[src/rtl/micro_sequencer.sv]
// Micro-PC sequencer: NEXT / DISP1 / DISP2 / FETCH sequencing with stall and MDU holds.
// Define MSEQ_PERF_COUNT_EN to build the retired-instruction counter behind instr_count.
module micro_sequencer (
  input  logic        clk,
  input  logic        rst_n,
  input  logic [5:0]  opcode,
  input  logic [5:0]  funct,
  input  logic [1:0]  addr_ctl,
  input  logic        stall,
  input  logic        mdu_busy,
  output logic [4:0]  state,
  output logic        illegal_op,
  output logic        instr_done,
  output logic [31:0] instr_count
);

  typedef enum logic [1:0] {
    SEQ_NEXT  = 2'b00,
    SEQ_DISP1 = 2'b01,
    SEQ_DISP2 = 2'b10,
    SEQ_FETCH = 2'b11
  } seq_e;

  typedef struct packed {
    logic       hit;
    logic [4:0] target;
  } disp_t;

  localparam logic [4:0] ST_ILLEGAL = 5'd31;

  function automatic disp_t decode_disp1(input logic [5:0] op);
    disp_t d;
    d = '{hit: 1'b1, target: 5'd0};
    case (op)
      6'b000000:                                  d.target = 5'd6;
      6'b100011, 6'b101011, 6'b001000, 6'b001101: d.target = 5'd2;
      6'b000100:                                  d.target = 5'd8;
      6'b000010:                                  d.target = 5'd9;
      default:                                    d.hit    = 1'b0;
    endcase
    return d;
  endfunction

  // R-type ops dispatch on funct; everything else dispatches on opcode.
  function automatic disp_t decode_disp2(input logic [5:0] op, input logic [5:0] fn);
    disp_t d;
    d = '{hit: 1'b1, target: 5'd0};
    if (op == 6'b000000) begin
      case (fn)
        6'b011010, 6'b011000: d.target = 5'd20;
        6'b000101:            d.target = 5'd21;
        6'b000110:            d.target = 5'd22;
        default:              d.hit    = 1'b0;
      endcase
    end else begin
      case (op)
        6'b100011:            d.target = 5'd23;
        6'b101011:            d.target = 5'd24;
        6'b001000, 6'b001101: d.target = 5'd25;
        default:              d.hit    = 1'b0;
      endcase
    end
    return d;
  endfunction

  logic [4:0] state_d;
  logic       illegal_d;
  logic       done_d;
  logic       mdu_hold;
  logic       hold;
  disp_t      disp;

  assign mdu_hold = mdu_busy && (state == 5'd20 || state == 5'd21 || state == 5'd22);
  assign hold     = stall || mdu_hold;

  // NOTE: every output of this block is given a default first, so no path can
  // leave a value unassigned and infer a latch.
  always_comb begin
    state_d   = state;
    illegal_d = 1'b0;
    done_d    = 1'b0;
    disp      = '{hit: 1'b0, target: 5'd0};
    if (!hold) begin
      case (seq_e'(addr_ctl))
        SEQ_NEXT:  state_d = state + 5'd1;
        SEQ_DISP1: disp    = decode_disp1(opcode);
        SEQ_DISP2: disp    = decode_disp2(opcode, funct);
        SEQ_FETCH: begin
          state_d = 5'd0;
          done_d  = 1'b1;
        end
        default:   state_d = state;
      endcase
      if (addr_ctl == SEQ_DISP1 || addr_ctl == SEQ_DISP2) begin
        state_d   = disp.hit ? disp.target : ST_ILLEGAL;
        illegal_d = !disp.hit;
      end
    end
  end

  // NOTE: sequential state uses non-blocking assignments so every register
  // samples the pre-edge values computed above.
  always_ff @(posedge clk or negedge rst_n) begin
    if (!rst_n) begin
      state      <= 5'd0;
      illegal_op <= 1'b0;
      instr_done <= 1'b0;
    end else begin
      state      <= state_d;
      illegal_op <= illegal_d;
      instr_done <= done_d;
    end
  end

`ifdef MSEQ_PERF_COUNT_EN
  logic [31:0] count_q;

  always_ff @(posedge clk or negedge rst_n) begin
    if (!rst_n)          count_q <= 32'd0;
    else if (instr_done) count_q <= count_q + 32'd1;
  end

  assign instr_count = count_q;
`else
  assign instr_count = 32'd0;
`endif

endmodule

[config.mk]
export PLATFORM = sky130hd
export DESIGN_NAME = micro_sequencer
export DESIGN_NICKNAME = d
export VERILOG_FILES = /design/src/rtl/micro_sequencer.sv
export SDC_FILE = /design/constraint.sdc
export NUM_CORES = 1
export LEC_CHECK = 0
export ABC_AREA = 1
export CORE_UTILIZATION = 44
export CTS_BUF_LIST = sky130_fd_sc_hd__clkbuf_4
export DETAILED_ROUTE_END_ITERATION = 10
export PLACE_DENSITY = 0.87
export SKIP_CTS_REPAIR_TIMING = 1
export SLEW_MARGIN = 15
export SYNTH_ARGS = -nofsm -noshare
export SYNTH_HDL_FRONTEND = slang
export SYNTH_SLANG_ARGS = --single-unit
[constraint.sdc]
create_clock -name clk -period 2.4 [get_ports clk]
set_input_delay 0.24 -clock clk [delete_from_list [all_inputs] [get_ports clk]]
set_output_delay 0.24 -clock clk [all_outputs]
set_load 0.05 [all_outputs]
==> results.json <==
{
  "rows": 17,
  "r2r-start": "state[0]",
  "path_class": "reg -> out",
  "grt_start_max_net_pins": 10,
  "ys_ff_latch": 7,
  "layout_common_cells": "nand2_1 (35), conb_1 (32), clkdlybuf4s50_1 (24)",
  "finalCriticalPeriod_ns": 1.77,
  "layout_commonest_cell": "nand2_1",
  "slew_viol_final": 0,
  "hold_viol": 0,
  "die_w_um": 51.7,
  "hold_class": "in -> async",
  "dr.pass1.iters": 4,
  "p_leak_nw": 0.677,
  "synth_seq_area_share_pct": 16.1,
  "path_clk_slew_ns": 0.06,
  "postSynthAreaPerCell_um2": 6.29,
  "route.antenna.remaining_nets": 0,
  "rsz0062_at_grt": "no",
  "groute.usage.overall_pct": 15.6,
  "met3_usage_pct": 3.80,
  "ys_warn_count": 0,
  "ios": 57,
  "vias": 972,
  "multi_input_area_um2": 691,
  "io_buffer_count": 24,
  "route.detailed.drc": 0,
  "fin_total_pwr_mw": 0.679,
  "grtUsageMet2_pct": 23.6,
  "worstSkewPairLatency_ns": 0.26,
  "grt_overflow": 0,
  "grt_pass1_wl_mm": 3.17,
  "fillers": 235,
  "wl_mm": 1.85,
  "cap_violations": 0,
  "final.setup.tns_ns": 0,
  "drt_iter0_markers": 20,
  "fin_nets": 226,
  "cts_root_buffer": "clkbuf_4",
  "cp_slowest_cell": "clkdlybuf4s50_1",
  "endpoint_kind": "output port",
  "setup_violations": 0,
  "via_per_inst": 4.26,
  "cts_buffers": 3,
  "reg2reg_depth": 8,
  "dieArea_um2": 2680,
  "cp_slowest_stage_delay_ns": 0.84,
  "syn_inst": 173,
  "final_core_util_pct": 55.9,
  "vdd_ir_drop_max_mv": 0.498,
  "clk_path_buf_depth": 2,
  "fmax_ghz": 0.565,
  "antenna_cells": 0,
  "critPathTopFamily": "buffers and inverters",
  "syn_to_final_growth_pct": 16.9,
  "instances_no_fill": 228,
  "regArea_um2": 175,
  "r2r_slack_ns": 0.66,
  "cts_tree": "done",
  "mappedNetlistArea_um2": 1090,
  "critical_path.max_fanout": 6,
  "path_cells": "clkdlybuf4s50_1",
  "grt_pass1_vias": 794,
  "worst_ep_required_time_ns": 2.16,
  "synthDistinctLibCells": 22,
  "path_buf_inv": 1,
  "htreeDepth": 1,
  "cts_sinks": 7,
  "reg2reg_to": "state[2]",
  "power.density_nw_per_um2": 533,
  "fin_worst_skew_ns": 0.00628,
  "initial_core_util_pct": 47.8,
  "gp_congestion": 0.830,
  "core-area_um2": 2280,
  "wl_per_cell_um": 8.11,
  "worstSetupStartpointType": "flop",
  "top_usage_layer": "met2",
  "die_h_um": 51.7,
  "placed_cells": 224,
  "period_share_pct": 73.7,
  "use_met1_pct": 21.4,
  "status": "finished clean",
  "layout-drive-gt1-share_pct": 9.00,
  "fin_hold_ws_ns": 0.241,
  "dpl.hpwl_mm": 1.56,
  "arrival_ns": 1.53,
  "antenna_found_initial": 0
}
-- kinds of logic (layout without fill, tap and decap cells) --
family | after synthesis | count (layout) | share of synthesized area, %
AOI/OAI and AO/OA | 15 | 15 | 7.36
adders and majority gates | 7 | 7 | 8.05
buffers and inverters | 58 | 54 | 31.1
DFF | 7 | 7 | 16.1
other | 1 | 32 | 0.344
and+or+nand+nor | 85 | 85 | 37.0
-- area by class of cell --
cell class / instances / share of cell area [%]
Inverter: 25 / 7.37
Timing Repair Buffer: 25 / 19.5
Sequential cell: 7 / 13.8
Multi-Input combinational cell: 139 / 54.3
Clock buffer: 4 / 2.36
Tap cell: 28 / 2.75
-- worst register-to-register path, cell delays in order (launching register included) --
cell and delay [ns]:
dfrtp_1 0.44, inv_1 0.11, ha_1 0.21, nor3_1 0.30, o21bai_1 0.19, buf_4 0.20
a21oi_1 0.13, nand2_1 0.07, nand2_1 0.05
-- registers in the layout (all words and copies together), names as in the netlist --
signal      flops
instr_done      1
illegal_op      1
state           5
-- power by group --
group          leakage, nW  internal [mW]  switching (mW)
sequential          0.0847          0.139          0.0267
clock               0.0184         0.0750          0.0476
combinational        0.574          0.108           0.282
total                0.677          0.322           0.357
-- cell usage after synthesis --
cell	instances	area [um2]
nor3_2	1	10.0
inv_1	22	82.6
nand2_2	1	6.26
o21bai_1	1	7.51
a21oi_1	9	45.0
dfrtp_1	7	175
nor3_1	1	5.00
buf_4	32	240
nor2_4	3	33.8
nand2_4	1	11.3
a22oi_1	1	7.51
o21ai_0	4	20.0
nand2_1	35	131
nand3_2	2	20.0
conb_1	1	3.75
nand3_1	17	85.1
ha_1	7	87.6
buf_2	1	5.00
nor2_1	20	75.1
nand4_1	2	12.5
inv_2	3	11.3
nor2_2	2	12.5
-- metrics by stage --
stage          instance area [um2]  worst slack [ns]
6_report                      1270             0.631
5_1_grt                       1270             0.463
4_1_cts                       1270             0.627
3_5_place_dp                  1240             0.628
3_3_place_gp                  1240             0.643
2_1_floorplan                 1200             0.645
-- worst max-delay path by stage --
stage,from,endpoint,cells after the start
after detailed placement,opcode[1],state[4],11
after floorplan,state[0],state[2],8
final,state[0],state[0],1
after global placement,opcode[4],state[4],9
after CTS,state[1],state[1],1
after global routing,state[0],state[4],8
-- routing by layer --
layer | wire, um | vias up
li1 | - | 529
met1 | 881 | 406
met2 | 853 | 35
met3 | 103 | 2
met4 | 11 | 0
met5 | 0 | -
No activity file was read; power rests on OpenSTA's default activity.
==> variant: new RTL, same flow settings <==
Add a define of `MSEQ_PERF_COUNT_EN`.
--- a/src/rtl/micro_sequencer.sv
+++ b/src/rtl/micro_sequencer.sv
@@ -1,5 +1,7 @@
 // Micro-PC sequencer: NEXT / DISP1 / DISP2 / FETCH sequencing with stall and MDU holds.
 // Define MSEQ_PERF_COUNT_EN to build the retired-instruction counter behind instr_count.
+`define MSEQ_PERF_COUNT_EN
+
 module micro_sequencer (
   input  logic        clk,
   input  logic        rst_n,
Formal check against the unedited RTL: not equivalent (Yosys sat finds a counterexample within 4 cycles, from zero or initial values and one cycle with rst_n low).
==> variant against the unedited design <==
- the flow now finishes with violations (negative hold slack)
- worst setup slack lost 0.26 ns
- sequential cell count up 32
- sequential power grew to 4.7 times the old value
- via count grew 140%
- wire length increased to 3.0 times the old value
- power rose by 140%
- clock power rose to 2.5 times the old value
- synthesized area grew 140%
- clock skew down 0.0018 ns
- count of clock-buffer cells in the layout rose by 1
- design area grew to 2.6 times the old value
- synthesized cell count rose by 95%
- utilization is 2.6 points higher
- highest routed layer unchanged
==> variant: results (changes against the unedited design) <==
status:
  status: "finished, violations left"
  failed_checks: "negative hold slack"
routing:
  via_per_inst: 4.95  # +16%
  wirelength_um: 5550  # +200%
  drtIter0Drc: 107  # +430%
placed_design:
  dp_slack_ns: 0.590  # -0.0384 ns
  finalWeightedCongestion: 0.914  # +10%
  dpl.hpwl_um: 4370  # +180%
  io_buffers: 56  # +130%
  dpl_cell_area_mm2: 0.00323  # +160%
pwr:
  power_leakage_nw: 1.60  # +140%
  ir_worst_vdd_uv: 279  # -44%
clock_tree:
  cts_max_path_buffers: 2  # unchanged
  cts_buffers: 5  # +2
  clkTransAtPathRegs_ns: 0.11  # +0.05 ns
  clock-root-buffer: "clkbuf_4"
  htreeDepth: 2  # +1
  clk_latency_ns: 0.34  # +0.08 ns
setup_path:
  critPathTopFamily: "buffers and inverters"
  timing.rr.start: "state[0]"
  critPathLaunch: "instr_done"
  cp.arrival_ns: 1.79  # +0.26 ns
  critPathMaxFanout: 9  # +3
  slowest_delay_ns: 0.89  # +0.05 ns
yosys:
  ys_seq_area_frac: 0.376  # +0.215
  ys.flop_type: "dfrtp_1"
  synthTopCellsByCount: "nand2_1 (84), inv_1 (47), dfrtp_1 (39), nor2_1 (39), nand3_1 (18)"
  synth_fp_nets: 364
  synth_cell_types: 26  # +18%
  synth_area_leaders: "dfrtp_1 (38%), nand2_1 (12%), inv_1 (6.8%), xor2_1 (5.7%), nor2_1 (5.6%)"
  synth_most_common_cell: "nand2_1"
cells_and_area:
  antenna_cells: 0  # unchanged
  drive_gt1_frac: 0.105  # +0.0153
  largest_reg_flops: 32  # +27
  num-nets-final: 425  # +88%
global_routing:
  grt_use_total: 0.197  # +0.0408
  antenna_found_initial: 0  # unchanged
  grt_pass1_vias: 2201  # +180%
  grt_pass1_wl_um: 9750  # +210%
  grt_max_degree: 40  # +30
sta:
  worst_slew_pin_slew_ns: 0.837
  hold_viol: 30  # +30
  hold_ws_ns: -0.0150  # -0.256 ns
  skew_ns: 0.00452  # -0.00176 ns
  drv_slew: 0  # unchanged
worst_hold_path:
  hold_class: "input port to async pin"
floorplanning:
  die_w_um: 78.9  # +52%
==> variant: cell types whose count changed in the layout (fill, tap and decap cells not counted), sizes merged, moves of 2 or more <==
cell	unedited run	this run
clkdlybuf4s50	24	55
clkinv	0	2
conb	32	0
dfrtp	7	39
inv	25	53
nand2	37	89
nand3	19	24
nand3b	0	6
nand4	2	11
nor2	25	50
nor3	2	9
o21ai	4	7
xnor2	0	11
xor2	0	17
==> variant: logic make-up after synthesis <==
| logic type | count (synthesis) | synth area share |
|---|---|---|
| fa+ha+maj | 8 | 0.0385 |
| compound gates | 18 | 0.0356 |
| flops | 39 | 0.376 |
| simple gates | 190 | 0.375 |
| buf+inv | 55 | 0.0809 |
| xor+xnor | 28 | 0.0944 |
==> variant: final timing paths <==
kind	to	slack, ns	cells after the start
min reg2reg	instr_count[31]	0.51	2
min	instr_count[10]	-0.01	1
max reg2reg	state[4]	0.67	7
max	instr_done	0.37	1
max in group asynchronous	instr_count[20]	1.89	1
min in group clk	state[3]	0.47	3
==> variant: final cells by class <==
type	count	area [um^2]
fillers	521	2330
clock inverters	2	8.76
well taps	72	90.1
inverters	53	199
clock buffers	5	37.5
repair buffers	56	556
flip-flops and latches	39	976
multi-input cells	244	1410
==> variant: stage by stage <==
stage / instances / utilization
after floorplan: 338 / -
after global placement: 464 / 0.577
after detailed placement: 464 / 0.577
after CTS: 471 / 0.585
after global routing: 471 / 0.585
final: 471 / 0.585
==> variant: worst register-to-register path: stages, from the launching register on <==
cell,delay [ns]
dfrtp_1,0.46
inv_1,0.14
ha_1,0.16
nor3_1,0.05
o21bai_1,0.58
a21oi_1,0.08
nand2_1,0.10
nand2_1,0.06
==> variant: routing by layer <==
metal  global-route usage  vias to the layer above  share of wire
met5                    0                        -              0
met4               0.0800                        0          0.021
met3               0.0437                       12          0.044
met2                0.336                       70           0.49
met1                0.241                     1076           0.44
li1                     -                     1174              -
==> variant: power breakdown <==
group	total, mW	internal, mW	switching, mW
Combinational	0.532	0.186	0.346
Clock	0.312	0.104	0.208
Sequential	0.785	0.709	0.0764
